**config.mk**
```make
export PLATFORM = sky130hd
export DESIGN_NAME = lcd_nibble_receiver_flat
export DESIGN_NICKNAME = d
export VERILOG_FILES = /design/src/rtl/lcd_pkg.sv /design/src/rtl/lcd_nibble_receiver_if.sv /design/src/rtl/lcd_strobe_sync.sv /design/src/rtl/lcd_nibble_receiver.sv /design/src/flat_wrapper.sv
export SDC_FILE = /design/constraint.sdc
export NUM_CORES = 1
export LEC_CHECK = 0
export BUFFER_PORTS_ARGS = -buffer_cell sky130_fd_sc_hd__buf_4
export CORE_UTILIZATION = 49
export CTS_CLUSTER_DIAMETER = 80
export CTS_CLUSTER_SIZE = 10
export DETAILED_ROUTE_END_ITERATION = 8
export HOLD_SLACK_MARGIN = 0.15
export PLACE_DENSITY = 0.76
export SETUP_SLACK_MARGIN = 0.2
export SLEW_MARGIN = 20
export SYNTH_ARGS = -nofsm -noshare
export SYNTH_HDL_FRONTEND = slang
export SYNTH_SLANG_ARGS = --single-unit
```
**constraint.sdc**
```tcl
create_clock -name clk -period 3 [get_ports clk]
set_clock_uncertainty 0.1 [all_clocks]
set_input_delay 0.3 -clock clk [delete_from_list [all_inputs] [get_ports clk]]
set_output_delay 0.3 -clock clk [all_outputs]
set_load 0.01 [all_outputs]
```
**src/rtl/lcd_pkg.sv**
```systemverilog
// Shared definitions for the HD44780-style nibble receiver: mode encoding,
// command opcode masks, DDRAM geometry and address helpers.
package lcd_pkg;

    typedef enum logic [1:0] {
        MODE_INIT8 = 2'd0,
        MODE_HI    = 2'd1,
        MODE_LO    = 2'd2
    } lcd_mode_t;

    typedef enum logic [2:0] {
        CMD_NOP,
        CMD_CLEAR,
        CMD_HOME,
        CMD_ENTRY,
        CMD_DISPLAY,
        CMD_SHIFT,
        CMD_FUNC,
        CMD_SET_DDRAM
    } lcd_cmd_t;

    localparam logic [7:0] OP_SET_DDRAM = 8'h80;
    localparam logic [7:0] OP_FUNC      = 8'h20;
    localparam logic [7:0] OP_SHIFT     = 8'h10;
    localparam logic [7:0] OP_DISPLAY   = 8'h08;
    localparam logic [7:0] OP_ENTRY     = 8'h04;
    localparam logic [7:0] OP_HOME      = 8'h02;
    localparam logic [7:0] OP_CLEAR     = 8'h01;

    localparam logic [6:0] ROW0_BASE  = 7'h00;
    localparam logic [6:0] ROW1_BASE  = 7'h40;
    localparam logic [7:0] BLANK_CHAR = 8'h20;
    localparam int         CLEAR_LEN  = 32;

    // Commands are classified by their highest set bit.
    function automatic lcd_cmd_t decode_cmd(input logic [7:0] b);
        lcd_cmd_t c;
        if      (|(b & OP_SET_DDRAM)) c = CMD_SET_DDRAM;
        else if (|(b & OP_FUNC))      c = CMD_FUNC;
        else if (|(b & OP_SHIFT))     c = CMD_SHIFT;
        else if (|(b & OP_DISPLAY))   c = CMD_DISPLAY;
        else if (|(b & OP_ENTRY))     c = CMD_ENTRY;
        else if (|(b & OP_HOME))      c = CMD_HOME;
        else if (|(b & OP_CLEAR))     c = CMD_CLEAR;
        else                          c = CMD_NOP;
        return c;
    endfunction

    function automatic logic addr_ok(input logic [6:0] a);
        return (a[6:4] == ROW0_BASE[6:4]) || (a[6:4] == ROW1_BASE[6:4]);
    endfunction

    function automatic logic [4:0] cell_of(input logic [6:0] a);
        return {a[6], a[3:0]};
    endfunction

    // Rows are 16 cells each; stepping off the end of one row enters the other.
    function automatic logic [6:0] step_addr(input logic [6:0] a, input logic inc);
        logic [6:0] n;
        if (inc) begin
            if      (a == ROW0_BASE + 7'h0F) n = ROW1_BASE;
            else if (a == ROW1_BASE + 7'h0F) n = ROW0_BASE;
            else                             n = a + 7'd1;
        end else begin
            if      (a == ROW0_BASE)         n = ROW1_BASE + 7'h0F;
            else if (a == ROW1_BASE)         n = ROW0_BASE + 7'h0F;
            else                             n = a - 7'd1;
        end
        return n;
    endfunction

endpackage

```
**src/rtl/lcd_nibble_receiver_if.sv**
```systemverilog
// 4-bit LCD bus: the driver owns every signal, the receiver only observes.
// Write transfers: RS/W/data are stable while E is high and are taken on E's falling edge.
interface lcd_nibble_receiver_if;
    logic       LCD_RS;
    logic       LCD_E;
    logic       LCD_W;
    logic [3:0] data;

    modport master (output LCD_RS, output LCD_E, output LCD_W, output data);
    modport slave  (input  LCD_RS, input  LCD_E, input  LCD_W, input  data);
endinterface

```
**src/rtl/lcd_strobe_sync.sv**
```systemverilog
// Synchronizes the asynchronous LCD bus and flags the falling edge of E,
// presenting the RS/W/data values captured while E was still high.
module lcd_strobe_sync #(
    parameter int SYNC_STAGES = 2
) (
    input  logic       clk,
    input  logic       rst_n,
    input  logic       e_in,
    input  logic       rs_in,
    input  logic       w_in,
    input  logic [3:0] data_in,
    output logic       strobe,
    output logic       rs,
    output logic       w,
    output logic [3:0] nib
);

    logic [6:0] raw;
    logic [6:0] synced;
    logic [6:0] prev_q;

    assign raw = {e_in, rs_in, w_in, data_in};

    generate
        if (SYNC_STAGES == 0) begin : g_direct
            assign synced = raw;
        end else begin : g_sync
            logic [6:0] stage_q [SYNC_STAGES];
            always_ff @(posedge clk or negedge rst_n) begin
                if (!rst_n) begin
                    for (int i = 0; i < SYNC_STAGES; i++) stage_q[i] <= '0;
                end else begin
                    stage_q[0] <= raw;
                    for (int i = 1; i < SYNC_STAGES; i++) stage_q[i] <= stage_q[i-1];
                end
            end
            assign synced = stage_q[SYNC_STAGES-1];
        end
    endgenerate

    always_ff @(posedge clk or negedge rst_n) begin
        if (!rst_n) prev_q <= '0;
        else        prev_q <= synced;
    end

    assign strobe = prev_q[6] & ~synced[6];
    assign rs     = prev_q[5];
    assign w      = prev_q[4];
    assign nib    = prev_q[3:0];

endmodule

```
**src/rtl/lcd_nibble_receiver.sv**
```systemverilog
// HD44780-style responder: assembles nibbles into bytes, executes commands and
// character writes, and exposes the 2x16 DDRAM image as two packed line vectors.
module lcd_nibble_receiver
    import lcd_pkg::*;
#(
    parameter int SYNC_STAGES = 2,
    parameter int HOME_CYCLES = 16
) (
    input  logic                 clk,
    input  logic                 rst_n,
    lcd_nibble_receiver_if.slave bus,
    output logic [127:0]         line1,
    output logic [127:0]         line2,
    output logic                 display_on,
    output logic                 busy,
    output logic                 byte_valid,
    output logic [7:0]           byte_out,
    output logic                 byte_rs,
    output logic                 err,
    output lcd_mode_t            dbg_mode
);

    logic       strobe, s_rs, s_w;
    logic [3:0] s_nib;

    lcd_strobe_sync #(.SYNC_STAGES(SYNC_STAGES)) u_sync (
        .clk     (clk),
        .rst_n   (rst_n),
        .e_in    (bus.LCD_E),
        .rs_in   (bus.LCD_RS),
        .w_in    (bus.LCD_W),
        .data_in (bus.data),
        .strobe  (strobe),
        .rs      (s_rs),
        .w       (s_w),
        .nib     (s_nib)
    );

    lcd_mode_t   mode_q, mode_d;
    logic [3:0]  upper_q, upper_d;
    logic        hi_rs_q, hi_rs_d;
    logic [6:0]  addr_q, addr_d;
    logic        id_q, id_d;
    logic        disp_q, disp_d;
    logic [15:0] busy_cnt_q, busy_cnt_d;
    logic        clearing_q, clearing_d;
    logic        valid_q, valid_d;
    logic        err_q, err_d;
    logic [7:0]  byte_q, byte_d;
    logic        byte_rs_q, byte_rs_d;
    logic [7:0]  ddram_q [32];

    logic        wr_en, clr_en;
    logic [4:0]  wr_idx, clr_idx;
    logic [7:0]  wr_data, full_byte;
    lcd_cmd_t    cmd;

    always_ff @(posedge clk or negedge rst_n) begin
        if (!rst_n) begin
            mode_q     <= MODE_INIT8;
            upper_q    <= 4'h0;
            hi_rs_q    <= 1'b0;
            addr_q     <= ROW0_BASE;
            id_q       <= 1'b1;
            disp_q     <= 1'b0;
            busy_cnt_q <= '0;
            clearing_q <= 1'b0;
            valid_q    <= 1'b0;
            err_q      <= 1'b0;
            byte_q     <= 8'h00;
            byte_rs_q  <= 1'b0;
        end else begin
            mode_q     <= mode_d;
            upper_q    <= upper_d;
            hi_rs_q    <= hi_rs_d;
            addr_q     <= addr_d;
            id_q       <= id_d;
            disp_q     <= disp_d;
            busy_cnt_q <= busy_cnt_d;
            clearing_q <= clearing_d;
            valid_q    <= valid_d;
            err_q      <= err_d;
            byte_q     <= byte_d;
            byte_rs_q  <= byte_rs_d;
        end
    end

    always_comb begin
        mode_d     = mode_q;
        upper_d    = upper_q;
        hi_rs_d    = hi_rs_q;
        addr_d     = addr_q;
        id_d       = id_q;
        disp_d     = disp_q;
        busy_cnt_d = busy_cnt_q;
        clearing_d = clearing_q;
        valid_d    = 1'b0;
        err_d      = 1'b0;
        byte_d     = byte_q;
        byte_rs_d  = byte_rs_q;
        wr_en      = 1'b0;
        wr_idx     = '0;
        wr_data    = '0;
        clr_en     = 1'b0;
        clr_idx    = '0;
        full_byte  = {upper_q, s_nib};
        cmd        = decode_cmd(full_byte);

        if (busy_cnt_q != '0) begin
            busy_cnt_d = busy_cnt_q - 16'd1;
            if (clearing_q) begin
                clr_en  = 1'b1;
                clr_idx = 5'(16'(CLEAR_LEN) - busy_cnt_q);
            end
            if (busy_cnt_q == 16'd1) begin
                clearing_d = 1'b0;
                if (clearing_q) begin
                    addr_d = ROW0_BASE;
                    id_d   = 1'b1;
                end
            end
        end

        // A strobe landing on the final busy cycle sees the post-clear address and I/D.
        if (strobe) begin
            if (s_w || busy_cnt_q > 16'd1) begin
                err_d = 1'b1;
            end else begin
                unique case (mode_q)
                    MODE_INIT8: begin
                        if (s_nib == 4'h2)      mode_d = MODE_HI;
                        else if (s_nib != 4'h3) err_d  = 1'b1;
                    end
                    MODE_HI: begin
                        upper_d = s_nib;
                        hi_rs_d = s_rs;
                        mode_d  = MODE_LO;
                    end
                    MODE_LO: begin
                        mode_d = MODE_HI;
                        if (s_rs != hi_rs_q) begin
                            err_d = 1'b1;
                        end else begin
                            valid_d   = 1'b1;
                            byte_d    = full_byte;
                            byte_rs_d = s_rs;
                            if (s_rs) begin
                                wr_en   = 1'b1;
                                wr_idx  = cell_of(addr_d);
                                wr_data = full_byte;
                                addr_d  = step_addr(addr_d, id_d);
                            end else begin
                                unique case (cmd)
                                    CMD_SET_DDRAM: begin
                                        if (addr_ok(full_byte[6:0])) addr_d = full_byte[6:0];
                                        else                         err_d  = 1'b1;
                                    end
                                    CMD_FUNC:    if (full_byte[4]) mode_d = MODE_INIT8;
                                    CMD_DISPLAY: disp_d = full_byte[2];
                                    CMD_ENTRY:   id_d   = full_byte[1];
                                    CMD_HOME: begin
                                        addr_d     = ROW0_BASE;
                                        busy_cnt_d = 16'(HOME_CYCLES);
                                        clearing_d = 1'b0;
                                    end
                                    CMD_CLEAR: begin
                                        busy_cnt_d = 16'(CLEAR_LEN);
                                        clearing_d = 1'b1;
                                    end
                                    default: ;
                                endcase
                            end
                        end
                    end
                    default: mode_d = MODE_INIT8;
                endcase
            end
        end
    end

    always_ff @(posedge clk or negedge rst_n) begin
        if (!rst_n) begin
            for (int i = 0; i < 32; i++) ddram_q[i] <= BLANK_CHAR;
        end else begin
            if (clr_en) ddram_q[clr_idx] <= BLANK_CHAR;
            if (wr_en)  ddram_q[wr_idx]  <= wr_data;
        end
    end

    generate
        for (genvar c = 0; c < 16; c++) begin : g_line
            assign line1[127-8*c -: 8] = ddram_q[c];
            assign line2[127-8*c -: 8] = ddram_q[16+c];
        end
    endgenerate

    assign display_on = disp_q;
    assign busy       = (busy_cnt_q != '0);
    assign byte_valid = valid_q;
    assign byte_out   = byte_q;
    assign byte_rs    = byte_rs_q;
    assign err        = err_q;
    assign dbg_mode   = mode_q;

endmodule

```
**src/flat_wrapper.sv**
```systemverilog
// flat-port wrapper written by rule: the top's interface ports become plain ports
module lcd_nibble_receiver_flat import lcd_pkg::*;
#(
    parameter int SYNC_STAGES = 2,
    parameter int HOME_CYCLES = 16
)
  (clk, rst_n, line1, line2, display_on, busy, byte_valid, byte_out, byte_rs, err, dbg_mode, bus_LCD_RS, bus_LCD_E, bus_LCD_W, bus_data);
  lcd_nibble_receiver_if bus_i ();
  input  logic clk;
  input  logic rst_n;
  output logic [127:0] line1;
  output logic [127:0] line2;
  output logic display_on;
  output logic busy;
  output logic byte_valid;
  output logic [7:0] byte_out;
  output logic byte_rs;
  output logic err;
  output lcd_mode_t dbg_mode;
  input wire logic [$bits(bus_i.LCD_RS)-1:0] bus_LCD_RS;
  input wire logic [$bits(bus_i.LCD_E)-1:0] bus_LCD_E;
  input wire logic [$bits(bus_i.LCD_W)-1:0] bus_LCD_W;
  input wire logic [$bits(bus_i.data)-1:0] bus_data;
  assign bus_i.LCD_RS = bus_LCD_RS;
  assign bus_i.LCD_E = bus_LCD_E;
  assign bus_i.LCD_W = bus_LCD_W;
  assign bus_i.data = bus_data;
  lcd_nibble_receiver #(.SYNC_STAGES(SYNC_STAGES), .HOME_CYCLES(HOME_CYCLES)) u_core (.clk(clk), .rst_n(rst_n), .bus(bus_i), .line1(line1), .line2(line2), .display_on(display_on), .busy(busy), .byte_valid(byte_valid), .byte_out(byte_out), .byte_rs(byte_rs), .err(err), .dbg_mode(dbg_mode));
endmodule
```
==> summary.txt, run 1 <==
Power and ir drop
  • Reg power frac: 0.459
  • NetSw: 2.66 mW
  • Combinational Power Share: 0.126
  • Net Sw Frac: 0.265
  • Clock share of power: 0.415
  • Max VDD drop: 0.378 mV
  • LEAKAGE: between 8 and 9 nW
  • PwrDens: roughly 560 nW/µm²
  • Pint: 7.37 mW

Layout
  • Share of layout cells above drive strength 1: 0.310
  • Layout Nets: 1655
  • Antenna diode instance count: 0
  • Layout Cells excl Fill: between 2k and 2.5k
  • Area Overhead vs Synth: 33.2%

Synth
  • FF+latch count, synth: ~320
  • Yosys top cell by area: dfrtp_1
  • Register area share after synthesis: 0.603
  • Top_reg_cell synth: dfrtp_1
  • Async SR Flop Fraction: 1.00
  • Synth top area cells: dfrtp_1 54%, o21ai_0 7.7%, nand3_1 6.8%
  • Syn_area_per_cell: 10.3 µm²
  • Synthesized Nets: 1320
  • Post-Syn Area: ~13000 µm²
  • Post-synth top area share: 0.538
  • Synth Warn #: 0
  • Synth Instances: 1306
  • Netlist cell types: 67
  • Number of synthesized flops with an enable pin: 0

Run
  • Max-Cap Viols: 0

Routing
  • Detailed-route vias per instance: 6.03
  • Drt initial violations: 1289
  • Routed via count: 12.1k
  • DRT Pass-1 Iters: 8
  • Average wire per standard cell: 22.0 µm
  • Post-route DRC: 0
  • Routed WL: 44.2 mm
  • Antenna-violating nets left: 0

Worst setup path
  • Worst-path cell chain: or4_4 > nor4_4 > nand2_2 > nand2_2 > inv_1 > ha_2 > or3b_2 > a2bb2oi_1 > o22ai_1 > mux2i_1 > o211ai_1 > o41ai_1
  • CP required: 3.31 ns
  • CP dominant cell by count: nand2_2
  • Slowest Stage Delay on Critical Path: around 0.57 ns
  • Setup crit end kind: register
  • CP arrival: 3.09 ns
  • Setup CP Type: register to register
  • Slowest CP cell: or4_4
  • Crit start category: register
  • CP max FO: 4

Timing
  • Worst hold slack: ~0.24 ns
  • Slew Limit Fails: 0
  • Hold Violations, Final: 0
  • RSZ-0062 raised after global routing: true
  • Slew margin rel.: 0.203
  • Achievable clock frequency: 360 MHz
  • Period minus WS final: 2.78 ns
  • Finish-stage setup viols: 0
  • Period utilisation layout: 0.926
  • Worst slew pin tran: 1.19 ns
  • Setup TNS: 0 ns

Hold path
  • Hold WC Path Type: register to register

Clock network
  • CTS tree: yes
  • Total CTS buffers: 38
  • Max H-tree Level: 2
  • Root Buffer: clkbuf_16
  • Deepest clock path buffer count: 3
  • Num Clock Sinks: 321
  • Worst skew pair latency: 0.52 ns
  • Clock transition at the registers of the reported paths: 0.06 ns

Global routing
  • Total global routing overflow: 0
  • Initial antenna violation count: 0
  • All-layer global routing usage: 0.310
  • Vias in the first global route: 11.6k
  • Largest net degree at the start of global routing: 87
  • Wire length of the first global-routing pass: 67.7 mm

Floorplanning
  • IO Count: 280
  • Die Ht: between 150 and 200 µm
  • Die W: 167 µm
  • Cell row count: 60
  • CORE AREA: 26900 µm²
  • Die area: 28000 µm²
  • Initial Util: 0.498

Placed design
  • Dpl hpwl: roughly 30 mm
  • GPL Wtd Cong: between 0.9 and 1
  • Placed Instances: 1921
  • Number of I/O port buffers: 279

Status
  • Status: finished clean
==> cell families after synthesis <==
kind of cell             share of synthesized area
AND/OR/NAND/NOR                              0.195
buffers and inverters                       0.0278
AO/OA/AOI/OAI                                0.151
XOR/XNOR                                   0.00785
adder cells (fa/ha/maj)                    0.00467
flip-flops                                   0.603
multiplexers                                0.0106
==> routing by layer <==
metal | GRT usage | routed length, µm | vias to the layer above
met4 | 0.0945 | 1240 | 0
met1 | 0.432 | 18700 | 6035
met5 | 0 | 0 | -
met3 | 0.0707 | 3910 | 111
met2 | 0.485 | 20400 | 615
li1 | - | - | 5367
==> synth_stat cells (8+ instances only) <==
library cell	n
a21oi_1	61
buf_2	10
and3_1	9
nor2b_1	10
nand3_1	181
nand4_1	13
nand2b_1	8
a22o_1	28
nand2_1	145
inv_1	17
nor2_1	59
nor3_1	13
clkbuf_1	62
dfstp_2	33
and2_1	11
o21ai_0	206
dfrtp_1	288
mux2_2	9
xnor2_1	9
nor4_1	13
o21ai_1	8
nand4_2	8
==> critical path: cells and delay by family, from the launching register on <==
family / cells / cell delay (ns)
flip-flops: 1 / 0.38
AO/OA/AOI/OAI: 4 / 0.43
buffers and inverters: 1 / 0.05
adder cells (fa/ha/maj): 1 / 0.19
AND/OR/NAND/NOR: 5 / 1.37
multiplexers: 1 / 0.14
==> sequential cells by signal, summed over array words and instances, names as in the netlist <==
signal,cells
u_core.u_sync.synced,7
u_core.busy_cnt_q,16
u_core.display_on,1
u_core.dbg_mode,2
u_core.clearing_q,1
u_core.id_q,1
u_core.byte_rs,1
u_core.u_sync.g_sync.stage_q,7
u_core.line2,128
u_core.upper_q,4
u_core.line1,128
u_core.addr_q,7
u_core.err,1
u_core.byte_out,8
u_core.byte_valid,1
u_core.hi_rs_q,1
u_core.u_sync.prev_q,7
==> timing repair <==
action / CTS / global route
pin swaps: 4 / 9
cloned: 0 / 2
resized for setup: 14 / 67
hold buffers: 8 / 0
setup endpoints to repair: 106 / 236
buffers inserted: 6 / 5
hold endpoints to repair: 82 / 0
==> cell usage in the layout, fill, tap and decap left out, types with 12 or more instances in the layout <==
cell type / count
nor3_1: 12
nand3_1: 178
o21ai_0: 196
clkbuf_1: 28
dfstp_2: 33
nor2_1: 58
o21ai_1: 17
dfrtp_1: 288
nand2_2: 12
a21oi_1: 58
buf_4: 346
nand2_1: 134
nand4_1: 13
inv_1: 15
clkbuf_16: 39
a22o_1: 28
==> through the flow <==
stage	util	area, µm²	setup slack, ns	total power, mW
floorplan	-	13400	0.178	5.25
global placement	0.603	16200	0.0869	5.71
detailed placement	0.603	16200	0.0473	5.74
CTS	0.651	17500	0.168	9.97
global route	0.664	17800	0.0747	10.4
finish	0.664	17800	0.223	10.0
==> path summary, 6_finish.rpt <==
| kind | start | end | cells after the start | slack (ns) |
|---|---|---|---|---|
| worst max-delay path | u_core.busy_cnt_q[12] | u_core.addr_q[3] | 12 | 0.22 |
| worst min-delay path | u_core.u_sync.g_sync.stage_q[9] | u_core.u_sync.synced[2] | 0 | 0.24 |
| min in group asynchronous | rst_n | u_core.u_sync.g_sync.stage_q[7] | 2 | 0.27 |
| max in group asynchronous | rst_n | u_core.line1[77] | 3 | 1.60 |
| worst max register to register | u_core.busy_cnt_q[12] | u_core.addr_q[3] | 12 | 0.22 |
| worst min register to register | u_core.u_sync.g_sync.stage_q[9] | u_core.u_sync.synced[2] | 0 | 0.24 |
==> area by class of cell <==
class | count | area [µm²]
timing repair buffer | 369 | 2910
fill | 2114 | 9040
inverter | 17 | 63.8
sequential | 321 | 8070
clock buffer | 67 | 1080
clock inverter | 2 | 17.5
tap | 341 | 427
multi-input combinational | 894 | 5260
==> power by group through the flow <==
stage	registers [mW]	logic, mW	clock network, mW
final	4.60	1.27	4.16
after global routing	4.62	1.36	4.38
after CTS	4.58	1.18	4.21
after detailed placement	4.66	1.08	0
after global placement	4.65	1.06	0
after floorplan	4.62	0.632	0
(Power assumes the default switching activity.)
==> run 2, diff against run 1 <==
Settings changed: CORE_UTILIZATION 49 to 50, SYNTH_HIERARCHICAL from default to 1.
==> summary.txt, run 2 <==
Worst setup path
  • Crit start category: register (unchanged)
  • Setup crit start: u_core/busy_cnt_q[12] (was u_core.busy_cnt_q[12])
  • CP arrival: 3.22 ns (was 3.09 ns)
  • Slowest Stage Delay on Critical Path: 0.55 ns (was 0.57 ns)
  • R2R cell count: 10 (was 12)
  • CP max FO: 4 (unchanged)
  • Setup crit end kind: register (unchanged)
  • Worst-path cell chain: or4_4 > nor4_4 > nand2_4 > and2_4 > inv_4 > ha_4 > nand2b_1 > o31ai_1 > nand3_1 > a221oi_1 (was or4_4 > nor4_4 > nand2_2 > nand2_2 > inv_1 > ha_2 > or3b_2 > a2bb2oi_1 > o22ai_1 > mux2i_1 > o211ai_1 > o41ai_1)
  • Slowest CP cell: or4_4 (unchanged)
  • CP required: 3.32 ns (was 3.31 ns)
  • Setup CP Type: register to register (unchanged)
  • Worst R2R Setup Slack: 0.1 ns (was 0.22 ns)
  • Reg2reg end: u_core/addr_q[4] (was u_core.addr_q[3])
  • Worst R2R Start: u_core/busy_cnt_q[12] (was u_core.busy_cnt_q[12])
  • CP endpoint: u_core/addr_q[4] (was u_core.addr_q[3])

Synth
  • Post-Syn Area: 14400 µm² (was 13400 µm²)
  • Synthesized Nets: 1343 (was 1320)
  • Async SR Flop Fraction: 1.00 (unchanged)
  • Netlist cell types: 72 (was 67)
  • Synth cell count leaders: 288 x dfrtp_1, 177 x o21ai_0, 167 x o211ai_1 (was 288 x dfrtp_1, 206 x o21ai_0, 181 x nand3_1)
  • Syn_area_per_cell: 10.8 µm² (was 10.3 µm²)
  • Simple-Gate Fraction of Synth Area: 0.117 (was 0.195)
  • Top_reg_cell synth: dfrtp_1 (unchanged)
  • Mux contribution to synthesized area: 0.0664 (was 0.0106)
  • Number of synthesized flops with an enable pin: 0 (unchanged)
  • Synth Instances: 1328 (was 1306)
  • Yosys top cell by area: dfrtp_1 (unchanged)
  • Synth Warn #: 6 (was 0)
  • FF+latch count, synth: 321 (unchanged)
  • Synth top area cells: dfrtp_1 50%, o211ai_1 8.7%, o21ai_0 6.2% (was dfrtp_1 54%, o21ai_0 7.7%, nand3_1 6.8%)
  • Xor and xnor area share after synthesis: 0.0104 (was 0.00785)
  • Post-synth top area share: 0.502 (was 0.538)
  • Synth Area in Adders: 0.00523 (was 0.00467)
  • Combinational family with the most area after synthesis: compound AO/OA/AOI/OAI gates (was simple AND/OR/NAND/NOR gates)
  • Synth Area in Compound Gates: 0.198 (was 0.151)
  • Top-count cell post-synth: dfrtp_1 (unchanged)
  • Register area share after synthesis: 0.562 (was 0.603)

Hold path
  • WHS Path Cells: 0 (unchanged)
  • Hold WC Path Type: register to register (unchanged)

Floorplanning
  • Die W: 171 µm (was 167 µm)
  • Cell row count: 61 (was 60)
  • Initial Util: 0.513 (was 0.498)
  • Die Ht: 171 µm (was 167 µm)
  • CORE AREA: 28000 µm² (was 26900 µm²)
  • Die area: 29400 µm² (was 28000 µm²)
  • IO Count: 280 (unchanged)

Placed design
  • Dpl hpwl: 30.1 mm (was 29.7 mm)
  • Placed inst area: 17200 µm² (was 16200 µm²)
  • GPL Wtd Cong: 0.906 (was 0.903)
  • Number of I/O port buffers: 279 (unchanged)

Layout
  • Fin util: 0.664 (about the same)
  • Antenna diode instance count: 0 (unchanged)
  • Post-layout instance area: 18600 µm² (was 17800 µm²)
  • Share of layout cells above drive strength 1: 0.318 (was 0.310)
  • Most frequent cells in the layout: 357 x buf_4, 288 x dfrtp_1, 171 x o21ai_0 (was 346 x buf_4, 288 x dfrtp_1, 196 x o21ai_0)
  • Area Overhead vs Synth: 29.5% (was 33.2%)
  • Layout Nets: 1630 (was 1655)
  • Commonest non-fill, non-tap cell in the layout: buf_4 (unchanged)

Clock network
  • Worst skew pair latency: 0.53 ns (was 0.52 ns)
  • Num Clock Sinks: 321 (unchanged)
  • Clock transition at the registers of the reported paths: 0.06 ns (about the same)
  • Root Buffer: clkbuf_16 (unchanged)
  • Max H-tree Level: 2 (unchanged)
  • CTS tree: yes (unchanged)
  • Total CTS buffers: 38 (unchanged)
  • Deepest clock path buffer count: 3 (unchanged)

Timing
  • Period minus WS final: 2.90 ns (was 2.78 ns)
  • Slew margin rel.: 0.470 (was 0.203)
  • Slew Limit Fails: 0 (unchanged)
  • Achievable clock frequency: 344 MHz (was 360 MHz)
  • Hold Violations, Final: 0 (unchanged)
  • Finish-stage setup viols: 0 (unchanged)
  • Period utilisation layout: 0.968 (was 0.926)
  • Worst slew pin tran: 0.790 ns (was 1.19 ns)
  • RSZ-0062 raised after global routing: true (unchanged)

Power and ir drop
  • Pint: 7.38 mW (was 7.37 mW)
  • LEAKAGE: 8.81 nW (was 8.40 nW)
  • Reg power frac: 0.456 (was 0.459)
  • PwrDens: 543 nW/µm² (was 563 nW/µm²)
  • Clock share of power: 0.409 (was 0.415)
  • Net Sw Frac: 0.269 (was 0.265)
  • Max VDD drop: 0.378 mV (about the same)
  • NetSw: 2.72 mW (was 2.66 mW)
  • Combinational Power Share: 0.135 (was 0.126)

Global routing
  • Largest net degree at the start of global routing: 81 (was 87)
  • Initial antenna violation count: 0 (unchanged)
  • Total global routing overflow: 0 (unchanged)
  • Wire length of the first global-routing pass: 68.9 mm (was 67.7 mm)
  • Routing usage on met2: 0.485 (about the same)
  • Top Usage Layer GRT: met2 (unchanged)
  • Met1 Usage GRT: 0.425 (was 0.432)
  • All-layer global routing usage: 0.306 (was 0.310)
  • Vias in the first global route: 11.9k (was 11.6k)
  • M3 GR Usage: 0.0566 (was 0.0707)

Status
  • Status: finished clean (unchanged)

Routing
  • DRT Pass-1 Iters: 5 (was 8)
  • Detailed-route vias per instance: 6.14 (was 6.03)
  • Routed via count: 12.4k (was 12.1k)
  • Routed WL: 45.1 mm (was 44.2 mm)
  • Average wire per standard cell: 22.3 µm (was 22.0 µm)
  • Post-route DRC: 0 (unchanged)
  • Antenna-violating nets left: 0 (unchanged)
  • Drt initial violations: 1305 (was 1289)

Run
  • Max-Cap Viols: 0 (unchanged)
[run 2: kinds of logic (layout without fill, tap and decap cells)]
kind of cell / count (synthesis) / in the layout
simple gates: 309 / 309
mux: 94 / 94
buf+inv: 147 / 463
fa+ha+maj: 6 / 6
flops: 321 / 321
compound gates: 434 / 434
xor+xnor: 17 / 17
[run 2: worst min path at each step]
stage                                         end                            start
final                     u_core/u_sync/prev_q[1]          u_core/u_sync/synced[1]
after global routing      u_core/u_sync/prev_q[1]          u_core/u_sync/synced[1]
after CTS                 u_core/u_sync/synced[1]  u_core/u_sync/g_sync.stage_q[8]
after detailed placement         u_core/line2[86]                            rst_n
after global placement           u_core/line2[80]                            rst_n
after floorplan                  u_core/addr_q[0]                            rst_n
[run 2: per-stage QoR]
stage / setup WS (ns) / power, mW / instances / setup TNS [ns] / hold WS (ns)
3_3_place_gp: -0.0351 / 5.83 / 1928 / -0.0351 / 0.233
4_1_cts: 0.115 / 10.0 / 2011 / 0 / 0.243
3_5_place_dp: 0.0181 / 5.86 / 1928 / 0 / 0.236
5_1_grt: 0.0391 / 10.5 / 2022 / 0 / 0.243
2_1_floorplan: 0.0228 / 5.39 / 1328 / 0 / -0.0956
6_report: 0.0959 / 10.1 / 2022 / 0 / 0.240
[run 2: metal layers]
metal | vias to the layer above | wire (µm)
li1 | 5465 | -
met1 | 6227 | 19200
met2 | 623 | 21100
met3 | 100 | 3490
met4 | 0 | 1340
met5 | - | 0
[run 2: what timing repair did]
item / in CTS / in global routing
buffers inserted: 6 / 11
setup endpoints to repair: 191 / 253
pin swaps: 7 / 8
gates cloned: 0 / 0
gates resized for setup: 10 / 32
hold buffers: 8 / 0
endpoints found under the hold margin: 81 / 0
[run 2: critical path: cells and delay by family (launching register included)]
kind | cells | cell delay [ns]
adder cells (fa/ha/maj) | 1 | 0.12
flip-flops | 1 | 0.40
buffers and inverters | 1 | 0.06
AND/OR/NAND/NOR | 6 | 1.43
AO/OA/AOI/OAI | 2 | 0.69
[run 2: area by class of cell]
type | count | area (µm²)
clock buffers | 65 | 1050
flip-flops and latches | 321 | 8070
multi-input cells | 860 | 5920
repair buffers | 378 | 2970
inverters | 16 | 67.6
fillers | 2114 | 9410
well taps | 378 | 473
clock inverters | 4 | 42.5
[run 2: power by group through the flow]
stage | Clock, mW | Sequential [mW] | Combinational [mW]
after floorplan | 0 | 4.63 | 0.761
after detailed placement | 0 | 4.68 | 1.19
final | 4.13 | 4.61 | 1.37
after global routing | 4.36 | 4.62 | 1.47
after global placement | 0 | 4.67 | 1.16
after CTS | 4.20 | 4.60 | 1.23
